==> config.mk <==
export PLATFORM = sky130hd
export DESIGN_NAME = draw_pair_writer
export DESIGN_NICKNAME = d
export VERILOG_FILES = /design/src/rtl/draw_pkg.sv /design/src/rtl/draw_pair_writer_fifo.sv /design/src/rtl/draw_pair_writer.sv
export SDC_FILE = /design/constraint.sdc
export NUM_CORES = 1
export LEC_CHECK = 0
export ABC_CLOCK_PERIOD_IN_PS = 6900
export BUFFER_PORTS_ARGS = -buffer_cell sky130_fd_sc_hd__buf_2
export CAP_MARGIN = 40
export CORE_MARGIN = 4
export CORE_UTILIZATION = 35
export CTS_BUF_LIST = sky130_fd_sc_hd__clkbuf_4 sky130_fd_sc_hd__clkbuf_8 sky130_fd_sc_hd__clkbuf_16
export DETAILED_ROUTE_END_ITERATION = 8
export SLEW_MARGIN = 25
export SYNTH_ARGS = -nofsm -noshare
export SYNTH_HDL_FRONTEND = slang
export SYNTH_SLANG_ARGS = --single-unit
==> constraint.sdc <==
create_clock -name clk -period 6.9 [get_ports clk]
set_input_delay 0.345 -clock clk [delete_from_list [all_inputs] [get_ports clk]]
set_output_delay 0.345 -clock clk [all_outputs]
set_load 0.005 [all_outputs]
==> src/rtl/draw_pkg.sv <==
// Shared types for the draw-path pair writer.
// State encoding, default widths and the buffered pair record.
package draw_pkg;

   typedef enum logic [1:0] {
      IDLE  = 2'd0,
      RUN   = 2'd1,
      DRAIN = 2'd2
   } state_t;

   localparam int ADDR_W_DEF = 14;
   localparam int DATA_W_DEF = 8;

   typedef struct packed {
      logic [ADDR_W_DEF-1:0] addr_a;
      logic [ADDR_W_DEF-1:0] addr_b;
      logic [DATA_W_DEF-1:0] data_a;
      logic [DATA_W_DEF-1:0] data_b;
   } pixel_pair_t;

endpackage

==> src/rtl/draw_pair_writer_fifo.sv <==
// Small synchronous FIFO of address/pixel pairs.
// Head entry is visible on dout whenever the FIFO is not empty.
module pair_fifo
   import draw_pkg::*;
#(
   parameter int  DEPTH = 4,
   parameter type T     = pixel_pair_t
) (
   input  logic clk,
   input  logic reset,
   input  logic push,
   input  T     din,
   input  logic pop,
   output T     dout,
   output logic full,
   output logic empty
);

   localparam int AW = $clog2(DEPTH);

   T               mem_q [DEPTH];
   logic [AW-1:0]  wr_ptr_q, wr_ptr_d;
   logic [AW-1:0]  rd_ptr_q, rd_ptr_d;
   logic [AW:0]    cnt_q, cnt_d;
   logic           push_ok;
   logic           pop_ok;

   assign full    = (cnt_q == (AW+1)'(DEPTH));
   assign empty   = (cnt_q == '0);
   assign push_ok = push && !full;
   assign pop_ok  = pop && !empty;
   assign dout    = mem_q[rd_ptr_q];

   // Next pointer and occupancy values.
   always_comb begin
      wr_ptr_d = wr_ptr_q;
      rd_ptr_d = rd_ptr_q;
      cnt_d    = cnt_q;
      if (push_ok) wr_ptr_d = wr_ptr_q + AW'(1);
      if (pop_ok)  rd_ptr_d = rd_ptr_q + AW'(1);
      unique case ({push_ok, pop_ok})
         2'b10:   cnt_d = cnt_q + (AW+1)'(1);
         2'b01:   cnt_d = cnt_q - (AW+1)'(1);
         default: cnt_d = cnt_q;
      endcase
   end

   // Pointer and occupancy registers.
   always_ff @(posedge clk or negedge reset) begin
      if (!reset) begin
         wr_ptr_q <= '0;
         rd_ptr_q <= '0;
         cnt_q    <= '0;
      end else begin
         wr_ptr_q <= wr_ptr_d;
         rd_ptr_q <= rd_ptr_d;
         cnt_q    <= cnt_d;
      end
   end

   // Storage needs no reset; occupancy decides what is valid.
   always_ff @(posedge clk) begin
      if (push_ok) mem_q[wr_ptr_q] <= din;
   end

endmodule

==> src/rtl/draw_pair_writer.sv <==
// Buffers even/odd address pairs and commits each pair
// to the dual-port framebuffer on ports A and B together.
module draw_pair_writer
   import draw_pkg::*;
#(
   parameter int ADDR_W     = ADDR_W_DEF,
   parameter int DATA_W     = DATA_W_DEF,
   parameter int FIFO_DEPTH = 4,
   parameter int NUM_PAIRS  = 128
) (
   input  logic              clk,
   input  logic              reset,
   input  logic              start,
   input  logic              in_valid,
   output logic              in_ready,
   input  logic [ADDR_W-1:0] in_addr_a,
   input  logic [ADDR_W-1:0] in_addr_b,
   input  logic [DATA_W-1:0] in_data_a,
   input  logic [DATA_W-1:0] in_data_b,
   input  logic              mem_ready,
   output logic              we_a,
   output logic              we_b,
   output logic [ADDR_W-1:0] addr_a,
   output logic [ADDR_W-1:0] addr_b,
   output logic [DATA_W-1:0] wdata_a,
   output logic [DATA_W-1:0] wdata_b,
   output logic              busy,
   output logic              done,
   output logic              err
);

   localparam int CW = $clog2(NUM_PAIRS + 1);
   localparam logic [CW-1:0] CNT_MAX  = CW'(NUM_PAIRS);
   localparam logic [CW-1:0] CNT_LAST = CW'(NUM_PAIRS - 1);

   typedef struct packed {
      logic [ADDR_W-1:0] addr_a;
      logic [ADDR_W-1:0] addr_b;
      logic [DATA_W-1:0] data_a;
      logic [DATA_W-1:0] data_b;
   } pair_t;

   state_t            state_q, state_d;
   logic [CW-1:0]     count_q, count_d;
   logic              err_q, err_d;
   logic              done_q, done_d;
   logic              we_q, we_d;
   logic [ADDR_W-1:0] addr_a_q, addr_a_d;
   logic [ADDR_W-1:0] addr_b_q, addr_b_d;
   logic [DATA_W-1:0] wdata_a_q, wdata_a_d;
   logic [DATA_W-1:0] wdata_b_q, wdata_b_d;

   pair_t             in_pair;
   pair_t             head;
   logic              fifo_full;
   logic              fifo_empty;
   logic              accept;
   logic              well_formed;
   logic              push;
   logic              pop;

   assign in_pair     = '{in_addr_a, in_addr_b, in_data_a, in_data_b};
   assign in_ready    = (state_q == RUN) && !fifo_full;
   assign accept      = in_valid && in_ready;
   assign well_formed = !in_addr_a[0]
                     && (in_addr_b == (in_addr_a | ADDR_W'(1)));
   assign push        = accept && well_formed;
   assign pop         = !fifo_empty && mem_ready
                     && (state_q != IDLE);

   pair_fifo #(
      .DEPTH (FIFO_DEPTH),
      .T     (pair_t)
   ) u_fifo (
      .clk   (clk),
      .reset (reset),
      .push  (push),
      .din   (in_pair),
      .pop   (pop),
      .dout  (head),
      .full  (fifo_full),
      .empty (fifo_empty)
   );

   // Run control: start, pair counting, error capture, drain exit.
   always_comb begin
      state_d = state_q;
      count_d = count_q;
      err_d   = err_q;
      done_d  = 1'b0;
      unique case (state_q)
         IDLE: begin
            if (start) begin
               state_d = RUN;
               count_d = '0;
               err_d   = 1'b0;
            end
         end
         RUN: begin
            if (accept) begin
               if (!well_formed) err_d = 1'b1;
               if (count_q != CNT_MAX) count_d = count_q + CW'(1);
               if (count_q == CNT_LAST) state_d = DRAIN;
            end
         end
         DRAIN: begin
            if (fifo_empty && !we_q) begin
               state_d = IDLE;
               done_d  = 1'b1;
            end
         end
         default: state_d = IDLE;
      endcase
   end

   // Write port: load the FIFO head on pop, otherwise hold.
   always_comb begin
      we_d      = pop;
      addr_a_d  = addr_a_q;
      addr_b_d  = addr_b_q;
      wdata_a_d = wdata_a_q;
      wdata_b_d = wdata_b_q;
      if (pop) begin
         addr_a_d  = head.addr_a;
         addr_b_d  = head.addr_b;
         wdata_a_d = head.data_a;
         wdata_b_d = head.data_b;
      end
   end

   // State and registered outputs.
   always_ff @(posedge clk or negedge reset) begin
      if (!reset) begin
         state_q   <= IDLE;
         count_q   <= '0;
         err_q     <= 1'b0;
         done_q    <= 1'b0;
         we_q      <= 1'b0;
         addr_a_q  <= '0;
         addr_b_q  <= '0;
         wdata_a_q <= '0;
         wdata_b_q <= '0;
      end else begin
         state_q   <= state_d;
         count_q   <= count_d;
         err_q     <= err_d;
         done_q    <= done_d;
         we_q      <= we_d;
         addr_a_q  <= addr_a_d;
         addr_b_q  <= addr_b_d;
         wdata_a_q <= wdata_a_d;
         wdata_b_q <= wdata_b_d;
      end
   end

   assign we_a    = we_q;
   assign we_b    = we_q;
   assign addr_a  = addr_a_q;
   assign addr_b  = addr_b_q;
   assign wdata_a = wdata_a_q;
   assign wdata_b = wdata_b_q;
   assign busy    = (state_q != IDLE);
   assign done    = done_q;
   assign err     = err_q;

endmodule

======== After elaboration in Yosys (flattened, before gate mapping) ========
Memories as Yosys holds them, arrays and structs flattened. A register that Yosys moved wholly into a read port is not among the register bits.
Cells that the tools add are included.
cells by class
  add/sub/neg operators ................... 5
  equal/unequal tests ..................... 14
  multiplexer cells ....................... 18
  reductions and logical operators ........ 22
operators with widths
  operator               count
  $mux W8                3
  $pmux W8 S2            1
  $eq A14 B14 Y1         1
  $reduce_and A4 Y1      3
  $logic_and A1 B1 Y1    9
  $add A8 B1 Y8 const B  1
  $eq A8 B7 Y1 const B   1
  $mux W2                4
  $ne A2 B2 Y1 const B   4
  $ne A8 B8 Y1 const B   1
  $mux W1                7
  $pmux W2 S3            1
  $pmux W3 S2            1
  $reduce_bool A2 Y1     3
  $logic_not A1 Y1       5
  $add A2 B1 Y2 const B  2
  $eq A2 B1 Y1 const B   2
  $eq A2 B2 Y1 const B   2
  $ne A2 B1 Y1 const B   2
  $add A3 B1 Y3 const B  1
  $eq A3 B3 Y1 const B   1
  $logic_not A3 Y1       1
  $sub A3 B1 Y3 const B  1
  $logic_not A2 Y1       1
  $pmux W1 S2            1
word-level totals
  flip-flop bits (word level) ............. 20
  bits in writable memories ............... 176
  input bits .............................. 49
  output and inout bits ................... 50
  memories ................................ 1
memory list
  name          words  bits a word  rd ports  clocked after memory_dff  write ports  RTL line                     text
  u_fifo.mem_q  4      44           1         1                         1            draw_pair_writer_fifo.sv:21  T mem_q [DEPTH];

======== Logic depth before layout (Yosys ltp) ========
Gate-level depths: netlist of run 1.
  word-level depth ........................ 8
  gate-level depth with buffers ........... 11
  gate-level depth less buffers ........... 10

======== Modules after synthesis ========
A second synthesis of run 1 with hierarchy kept.
unflattened totals
  cells, all modules ...................... 452
  area, all modules ....................... 9384.0 um2
by module, submodules not included
  module            times used  cells an instance  area an instance (um2)
  pair_fifo         1           267                6836.6
  draw_pair_writer  1           185                2547.4

======== Worst setup path before layout of run 1 ========
Ideal clock, no wire load.
  path type ............................... input port to flip-flop
  start point ............................. in in_addr_a[6]
  end point ............................... mem u_fifo.mem_q[0][0] in the netlist's numbering, enable pin
  setup time .............................. 0.500 ns
  data arrival time ....................... 4.265 ns
  path slack .............................. 2.135 ns
  stages .................................. 5
  buffers on the path ..................... 1
  cells stage by stage .................... xnor2_1 nand4_1 or4_1 clkbuf_1 nor3_1
on the way
  word-level cells in the longest chain between the ends .. 6
RTL lines
  what                           RTL line                     text
  start: declaration             draw_pair_writer.sv:16       input logic [ADDR_W-1:0] in_addr_a,
  $eq A14 B14 Y1                 draw_pair_writer.sv:66       && (in_addr_b == (in_addr_a | ADDR_W'(1)));
  $logic_and A1 B1 Y1            draw_pair_writer.sv:66
  $logic_and A1 B1 Y1            draw_pair_writer.sv:67       assign push = accept && well_formed;
  $logic_and A1 B1 Y1            draw_pair_writer_fifo.sv:30  assign push_ok = push && !full;
  $mux W1                        draw_pair_writer_fifo.sv:63  if (push_ok) mem_q[wr_ptr_q] <= din;
  $mux W1 (implied by the code)  draw_pair_writer_fifo.sv:63
  end: declaration               draw_pair_writer_fifo.sv:21
Every way passes these cells.

======== Final worst setup path of run 1 ========
  start point ............................. reg state_q[0]
  end point ............................... reg u_fifo.cnt_q[2]
on the way
  word-level cells in the longest chain between the ends .. 7
  elaborated cells between the ends (all ways) .. 12
RTL lines
  what                                                      RTL line                     text
  start: declaration                                        draw_pair_writer.sv:43       state_t state_q, state_d;
  start signal: assignment                                  draw_pair_writer.sv:144      state_q <= state_d;
  $eq A2 B1 Y1                                              draw_pair_writer.sv:63       assign in_ready = (state_q == RUN) && !fifo_full;
  $logic_and A1 B1 Y1                                       draw_pair_writer.sv:63
  $logic_and A1 B1 Y1                                       draw_pair_writer.sv:64       assign accept = in_valid && in_ready;
  $logic_and A1 B1 Y1                                       draw_pair_writer.sv:67
  $logic_and A1 B1 Y1                                       draw_pair_writer_fifo.sv:30
  $eq A2 B1 Y1 / $eq A2 B2 Y1 (equally long branches)       draw_pair_writer_fifo.sv:41  unique case ({push_ok, pop_ok})
  $pmux W3 S2 / $reduce_bool A2 Y1 (equally long branches)  n/a
  end signal: assignment                                    draw_pair_writer_fifo.sv:57  cnt_q <= cnt_d;
  end: declaration                                          draw_pair_writer_fifo.sv:24  logic [AW:0] cnt_q, cnt_d;
Several ways; a longest one is shown, not always the timed one.
A chain may end at the register's enable or synchronous reset.

==> out/metrics.csv, run 1 <==
stage,metric,value,unit
status,outcome,finished clean,
yosys,synth_fa_ha_area_share,1.17,%
route,drt_wl_total,18800,um
cts,clockRootBuffer,clkbuf_16,
cts,htree_levels,1,
cts,path_clk_slew,0.06,ns
placed_design,port_buffers,98,
run,cap_viol_max_count,0,
sta,maxSlewHeadroom,49.6,%
sta,fin_worst_skew,0.0108,ns
floorplan,row_count,59,
power_and_ir_drop,p_leak,3.99,nW
sta,hold_viol,0,
yosys,synth_compound_area_share,0.637,%
worst_setup_path,crit_required,7.33,ns
yosys,synth-xor-area-share,2.18,%
route,avgViaCountPerCell,4.92,
route,antenna_left,0,
yosys,ys_seq_area_share,74.6,%
yosys,synth_edf_count,176,
sta,finalSetupViolations,0,
sta,fin_crit_sh,40.5,%
route,drc,0,
final_layout,final_nets,632,
route,vias,4577,
floorplan,initial_core_util,35.5,%
worst_setup_path,cp-end-kind,flip-flop,
grt,grt_start_max_net_pins,48,
worst_setup_path,arrival,3.22,ns
cts,clock-sinks,240,
final_layout,syn_to_final_growth,19.9,%
worst_setup_path,path_class,reg -> reg,
cts,numCtsBuffers,26,
worst_setup_path,cp_common_cell,xor2_1,
cts,worstSkewPairLatency,0.52,ns
grt,grt_pass1_wl,29500,um
yosys,yosys.area_share.simple,3.35,%
worst_hold_path,holdPathEnd,u_fifo.mem_q[0][0],
floorplan,die_h,170,um
worst_setup_path,critPathMaxStageDelay,0.61,ns
sta,fin_ws,4.11,ns
sta,timing.setup.tns,0,ns
sta,rsz0062_at_grt,no,
grt,grt_overflow,0,
yosys,synthMuxAreaShare,16.5,%
yosys,synth_area,9240,um^2
floorplan,coreArea,26000,um^2
yosys,synth-async-reset-ratio,26.7,%
yosys,avgSynthCellArea,20.3,um^2
yosys,synth_top_family_by_area,multiplexers,
power_and_ir_drop,ir_worst_vdd,0.000210,V
yosys,synth_cell_types,40,
yosys,synth_flop_cell,edfxtp_1,
grt,antenna_found_initial,2,
sta,finalCriticalPeriod,2.79,ns
placed_design,dp_slack,3.94,ns
sta,fmax,0.358,GHz
worst_setup_path,timing.rr.start,state_q[0],
worst_setup_path,cp_slowest_cell,buf_4,
floorplan,die_w,170,um
cts,cts_tree,done,
placed_design,gp_congestion,0.798,
yosys,ys_warn_count,0,
yosys,syn_inst,455,
worst_hold_path,hold_depth,1,
route,drt_first_pass_iters,4,
floorplan,io_pins,99,
worst_setup_path,cp-start-kind,flip-flop,
power_and_ir_drop,p_per_area,372,nW/um^2
worst_setup_path,reg2reg_slack,4.11,ns
worst_setup_path,r2r_end,u_fifo.cnt_q[2],
worst_setup_path,rr_worst_depth,9,
route,routedWlPerCell,20.2,um
grt,grtUsageTotal,13.2,%
floorplan,die-area,29000,um^2
worst_setup_path,crit_fanout,47,
yosys,synth_seq_cells,240,
final_layout,drive_gt1_share,42.9,%
placed_design,dp_hpwl,11800,um
yosys,synth_fp_nets,512,
cts,cts_resized,0,
worst_hold_path,hold_path.class,in -> reg,
sta,tightest_slew,0.756,ns
worst_setup_path,path_cells,"o21ai_0, nor2_4, buf_4, ha_1, inv_1, fa_1, xor2_1, nor2_1, xor2_1",
route,drtIter0Drc,313,
worst_hold_path,hp-start,in_data_b[0],
grt,first_global_vias,5087,
sta,finalMaxSlewViolations,0,
cts,cts_max_path_buffers,3,
==> cells in the mapped netlist, drive strengths merged (2+ instances only) <==
cell type,number,area share (%)
inv,14,0.57
nor3,7,0.38
xnor2,20,1.9
nor3b,2,0.22
nand4,4,0.27
clkbuf,8,0.34
nand4b,2,0.19
mux2i,3,0.33
nor2,9,0.37
nand2,7,0.28
o21ai,2,0.11
nor4,3,0.20
buf,11,0.65
xor2,3,0.28
or4,2,0.16
a21oi,2,0.11
ha,7,0.95
dfrtp,64,17
mux4,44,11
nor4b,3,0.28
mux2,45,5.5
edfxtp,176,57
nand3,2,0.11
or2,3,0.20
==> state kept, by name, summed over array words and instances, names as in the netlist <==
name	cells
u_fifo.cnt_q	3
u_fifo.mem_q	176
addr_b	14
we_a	1
addr_a	14
u_fifo.rd_ptr_q	2
wdata_b	8
done	1
u_fifo.wr_ptr_q	2
state_q	2
count_q	8
wdata_a	8
err	1
==> report_power, final <==
group | internal, mW | leakage, nW | switching, mW
Combinational | 0.533 | 1.23 | 0.374
Sequential | 1.72 | 2.33 | 0.167
Clock | 0.805 | 0.423 | 0.522
==> logic make-up (layout without fill, tap and decap cells) <==
logic type	count (synthesis)	count (layout)
fa+ha+maj	8	8
other cells	0	2
compound gates	9	9
buf+inv	33	172
flops	240	240
simple gates	50	50
xor+xnor	23	23
mux	92	92
==> critical path: cells and delay by family, from the launching register on <==
kind                     cells  cell delay [ns]
AO/OA/AOI/OAI                1             0.27
AND/OR/NAND/NOR              2             0.24
buffers and inverters        2             0.67
adder cells (fa/ha/maj)      2             0.67
XOR/XNOR                     2             0.31
flip-flops                   1             0.53
==> how the worst max path moves through the flow <==
| stage | startpoint | end | slack [ns] | depth (start not counted) |
|---|---|---|---|---|
| floorplan | in_addr_a[6] | u_fifo.mem_q[0][0] | 2.13 | 5 |
| global placement | in_addr_a[4] | u_fifo.cnt_q[2] | 3.99 | 11 |
| detailed placement | in_addr_a[4] | u_fifo.cnt_q[1] | 3.94 | 9 |
| CTS | state_q[0] | u_fifo.cnt_q[2] | 4.05 | 9 |
| global route | state_q[0] | u_fifo.cnt_q[2] | 3.88 | 9 |
| finish | state_q[0] | u_fifo.cnt_q[2] | 4.11 | 9 |
==> repair_timing <==
| item | in CTS | in global routing |
|---|---|---|
| hold buffers | 1 | 0 |
| setup buffers | 0 | 0 |
| hold endpoints to repair | 26 | 0 |
==> layer usage <==
metal,GRT usage [%],part of all wire [%],vias to the layer above
li1,-,-,2042
met1,16.5,41,2380
met2,23.4,52,120
met5,0,0.064,-
met4,3.51,2.2,2
met3,2.65,5.4,33
==> layout make-up <==
class	instances	area, um^2
fill	2330	14900
sequential	240	6890
multi-input combinational	182	2230
clock buffer	39	767
timing repair buffer	111	633
tap	335	419
clock inverter	8	75.1
inverter	14	52.6
antenna	2	5.00
==> stage by stage <==
stage	util, %	power, mW	std cells	hold slack (ns)	area, um^2
global route	42.6	4.36	930	0.0199	11100
CTS	42.6	4.21	929	0.0121	11100
global placement	39.1	2.81	879	0.477	10200
detailed placement	39.3	2.86	881	0.333	10200
finish	42.6	4.12	931	0.0458	11100
floorplan	-	2.49	455	0.0494	9240
==> layout by cell type (no fill, tap or decap), types with 7 or more instances in the layout <==
master and n:
buf_2 97, buf_4 11, clkbuf_16 26, clkbuf_4 10
dfrtp_1 62, edfxtp_1 176, ha_1 7, inv_1 14
mux2_2 45, mux4_2 44, nand2_1 7, nor2_1 8
xnor2_1 20
Power figures use the tool's default switching activity.
==> run 2, diff against run 1 <==
Settings changed: ABC_AREA set to 1, ABC_CLOCK_PERIOD_IN_PS 6900 to 2830.
Clock period 6.9 ns to 2.83 ns, I/O delays scaled along.
==> run 2 against run 1 <==
Net effect: combinational power rose to 3.5 times the previous value; die area rose by 5.9%; first-iteration DRC count is 51% higher; worst setup slack got worse by 3.5 ns; global-route usage increased by 0.94 points; sequential share of layout area decreased by 5.7 points; core utilization grew 1.3 points; clock power increased to 2.8 times the previous value; largest cell class unchanged; highest routed layer is now met4; wire length increased by 16%.
==> out/metrics.csv, run 2 <==
stage,metric,value,unit
power_and_ir_drop,ir_worst_vdd,0.000664,V
worst_setup_path,rr_worst_depth,12,
cts,htree_levels,1,
sta,whs,0.0614,ns
yosys,synth_area,9810,um^2
placed_design,port_buffers,98,
grt,grt_overflow,0,
route,vias,6420,
floorplan,die_w,175,um
route,drt_first_pass_iters,4,
yosys,synth_top_area_cell,edfxtp_1,
worst_setup_path,crit_required,3.28,ns
grt,antenna_found_initial,0,
yosys,synth_seq_cells,240,
yosys,synth-async-reset-ratio,26.7,%
worst_setup_path,cp-start-kind,input pin,
yosys,synth_flop_cell,edfxtp_1,
cts,worstSkewPairLatency,0.53,ns
yosys,syn_inst,860,
status,outcome,finished clean,
final_layout,final_nets,1064,
final_layout,final_common_cell,nand2_1,
yosys,synth_top_area_share,53.9,%
yosys,synth_edf_count,176,
sta,fin_worst_skew,0.00977,ns
yosys,avgSynthCellArea,11.4,um^2
sta,maxSlewHeadroom,60.9,%
final_layout,layout_common_cells,"nand2_1 (212), edfxtp_1 (176), nor2_1 (115)",
route,drc,0,
floorplan,io_pins,99,
power_and_ir_drop,power,11.4,mW
final_layout,diodes,0,
yosys,synthMuxAreaShare,0,%
cts,cts_max_path_buffers,3,
floorplan,die-area,30800,um^2
final_layout,largest_reg_flops,176,
worst_setup_path,path_class,in -> reg,
yosys,ys_seq_area_share,70.2,%
yosys,synth_fa_ha_area_share,1.10,%
sta,rsz0062_at_grt,no,
grt,first_global_vias,6628,
sta,tightest_slew,0.586,ns
route,drtIter0Drc,472,
route,routedWlPerCell,15.6,um
yosys,yosys-top-cells-area,"edfxtp_1 (54%), dfrtp_1 (16%), nand2_1 (8.1%), o21ai_0 (5.1%), nor2_1 (4.4%)",
cts,numCtsBuffers,25,
worst_setup_path,cp-end-kind,flip-flop,
floorplan,die_h,175,um
cts,cts_tree,done,
yosys,synth_cell_types,33,
grt,grt_start_max_net_pins,90,
yosys,yosys.area_share.simple,15.2,%
sta,fmax,0.460,GHz
sta,hold_viol,0,
sta,timing.setup.tns,0,ns
placed_design,dp_slack,0.671,ns
worst_hold_path,hold_depth,5,
sta,fin_ws,0.654,ns
final_layout,fillCellCount,2550,
yosys,synth_fp_nets,917,
worst_setup_path,arrival,2.62,ns
placed_design,gp_congestion,0.798,
sta,fin_crit_sh,76.9,%
sta,finalSetupViolations,0,
worst_hold_path,hold_path.class,in -> reg,
sta,finalCriticalPeriod,2.18,ns
yosys,synth_common_cells,"nand2_1 (212), edfxtp_1 (176), nor2_1 (115), o21ai_0 (99), dfrtp_1 (64)",
worst_setup_path,crit_fanout,7,
yosys,synth-xor-area-share,0.714,%
yosys,synth_top_family_by_area,simple AND/OR/NAND/NOR gates,
floorplan,row_count,61,
final_layout,drive_gt1_share,18.1,%
power_and_ir_drop,p_leak,4.90,nW
grt,grtUsageTotal,14.1,%
floorplan,initial_core_util,35.4,%
final_layout,top_register,u_fifo.mem_q,
final_layout,syn_to_final_growth,24.2,%
floorplan,coreArea,27700,um^2
route,avgViaCountPerCell,4.57,
grt,grt_pass1_wl,35000,um
yosys,synth_most_common_cell,nand2_1,
cts,cts_resized,0,
route,drt_wl_total,21800,um
placed_design,dp_hpwl,12900,um
yosys,synth_compound_area_share,8.65,%
power_and_ir_drop,p_per_area,933,nW/um^2
run,cap_viol_max_count,0,
cts,clock-sinks,240,
yosys,ys_warn_count,0,
cts,path_clk_slew,0.06,ns
sta,finalMaxSlewViolations,0,
route,antenna_left,0,
cts,clockRootBuffer,clkbuf_16,
==> run 2: cell count changes after synthesis, sizes merged, moves of 38 or more <==
| cell | previous run | this run |
|---|---|---|
| mux4 | 44 | 0 |
| nor2 | 9 | 125 |
| nand2 | 7 | 215 |
| mux2 | 45 | 0 |
| inv | 14 | 52 |
| o22ai | 1 | 44 |
| o21ai | 2 | 106 |
==> run 2: cells by family (layout without fill, tap and decap cells) <==
| family | after synthesis | count (layout) |
|---|---|---|
| AO/OA/AOI/OAI | 154 | 154 |
| adder cells (fa/ha/maj) | 8 | 8 |
| buffers and inverters | 90 | 256 |
| flip-flops | 240 | 240 |
| XOR/XNOR | 8 | 8 |
| AND/OR/NAND/NOR | 360 | 360 |
==> run 2: timing repair <==
item | in CTS | in global routing
hold endpoints to repair | 240 | 0
hold buffers | 45 | 0
buffers inserted | 0 | 0
==> run 2: final timing paths <==
kind | start | endpoint | slack (ns)
worst min-delay path | in_valid | u_fifo.wr_ptr_q[0] | 0.06
max in group asynchronous | reset | u_fifo.rd_ptr_q[0] | 2.15
worst max register to register | state_q[1] | u_fifo.cnt_q[2] | 0.71
worst min register to register | wdata_b[3] | wdata_b[3] | 0.47
worst max-delay path | in_addr_a[2] | u_fifo.cnt_q[1] | 0.65
min in group asynchronous | reset | u_fifo.cnt_q[0] | 0.12
==> run 2: layer usage <==
layer  global-route usage (%)  wire [um]
met5                        0          0
met1                     18.2       9890
met2                     24.5      10500
met3                     2.71       1130
met4                     3.90        361
==> run 2: worst max-delay path, cell delays in order <==
cell,delay (ns)
dlygate4sd3_1,0.55
buf_2,0.16
inv_1,0.10
nand2_1,0.11
nand2_1,0.06
nor2_1,0.11
nand2_1,0.08
nor2_2,0.22
nand3_4,0.20
ha_1,0.23
inv_1,0.09
fa_1,0.42
o21ai_0,0.16
==> run 2: cell type report <==
cell class              instances  area, um^2  area share [%]
clock buffers                  32         709            5.82
clock inverters                14         272            2.23
inverters                      52         198            1.62
multi-input cells             530        2540            20.8
flip-flops and latches        240        6890            56.5
well taps                     378         473            3.88
repair buffers                158        1110            9.08
==> run 2: through the flow <==
step	instances	util, %	instance area [um^2]
after global routing	1404	44.0	12200
after CTS	1403	43.9	12200
after global placement	1311	38.7	10700
after detailed placement	1312	38.7	10700
final	1404	44.0	12200
after floorplan	860	-	9810
==> run 2: power breakdown <==
group | total, mW | switching [mW] | internal [mW]
logic | 3.17 | 2.04 | 1.14
clock network | 3.79 | 1.36 | 2.43
registers | 4.40 | 0.220 | 4.18
total | 11.4 | 3.62 | 7.74
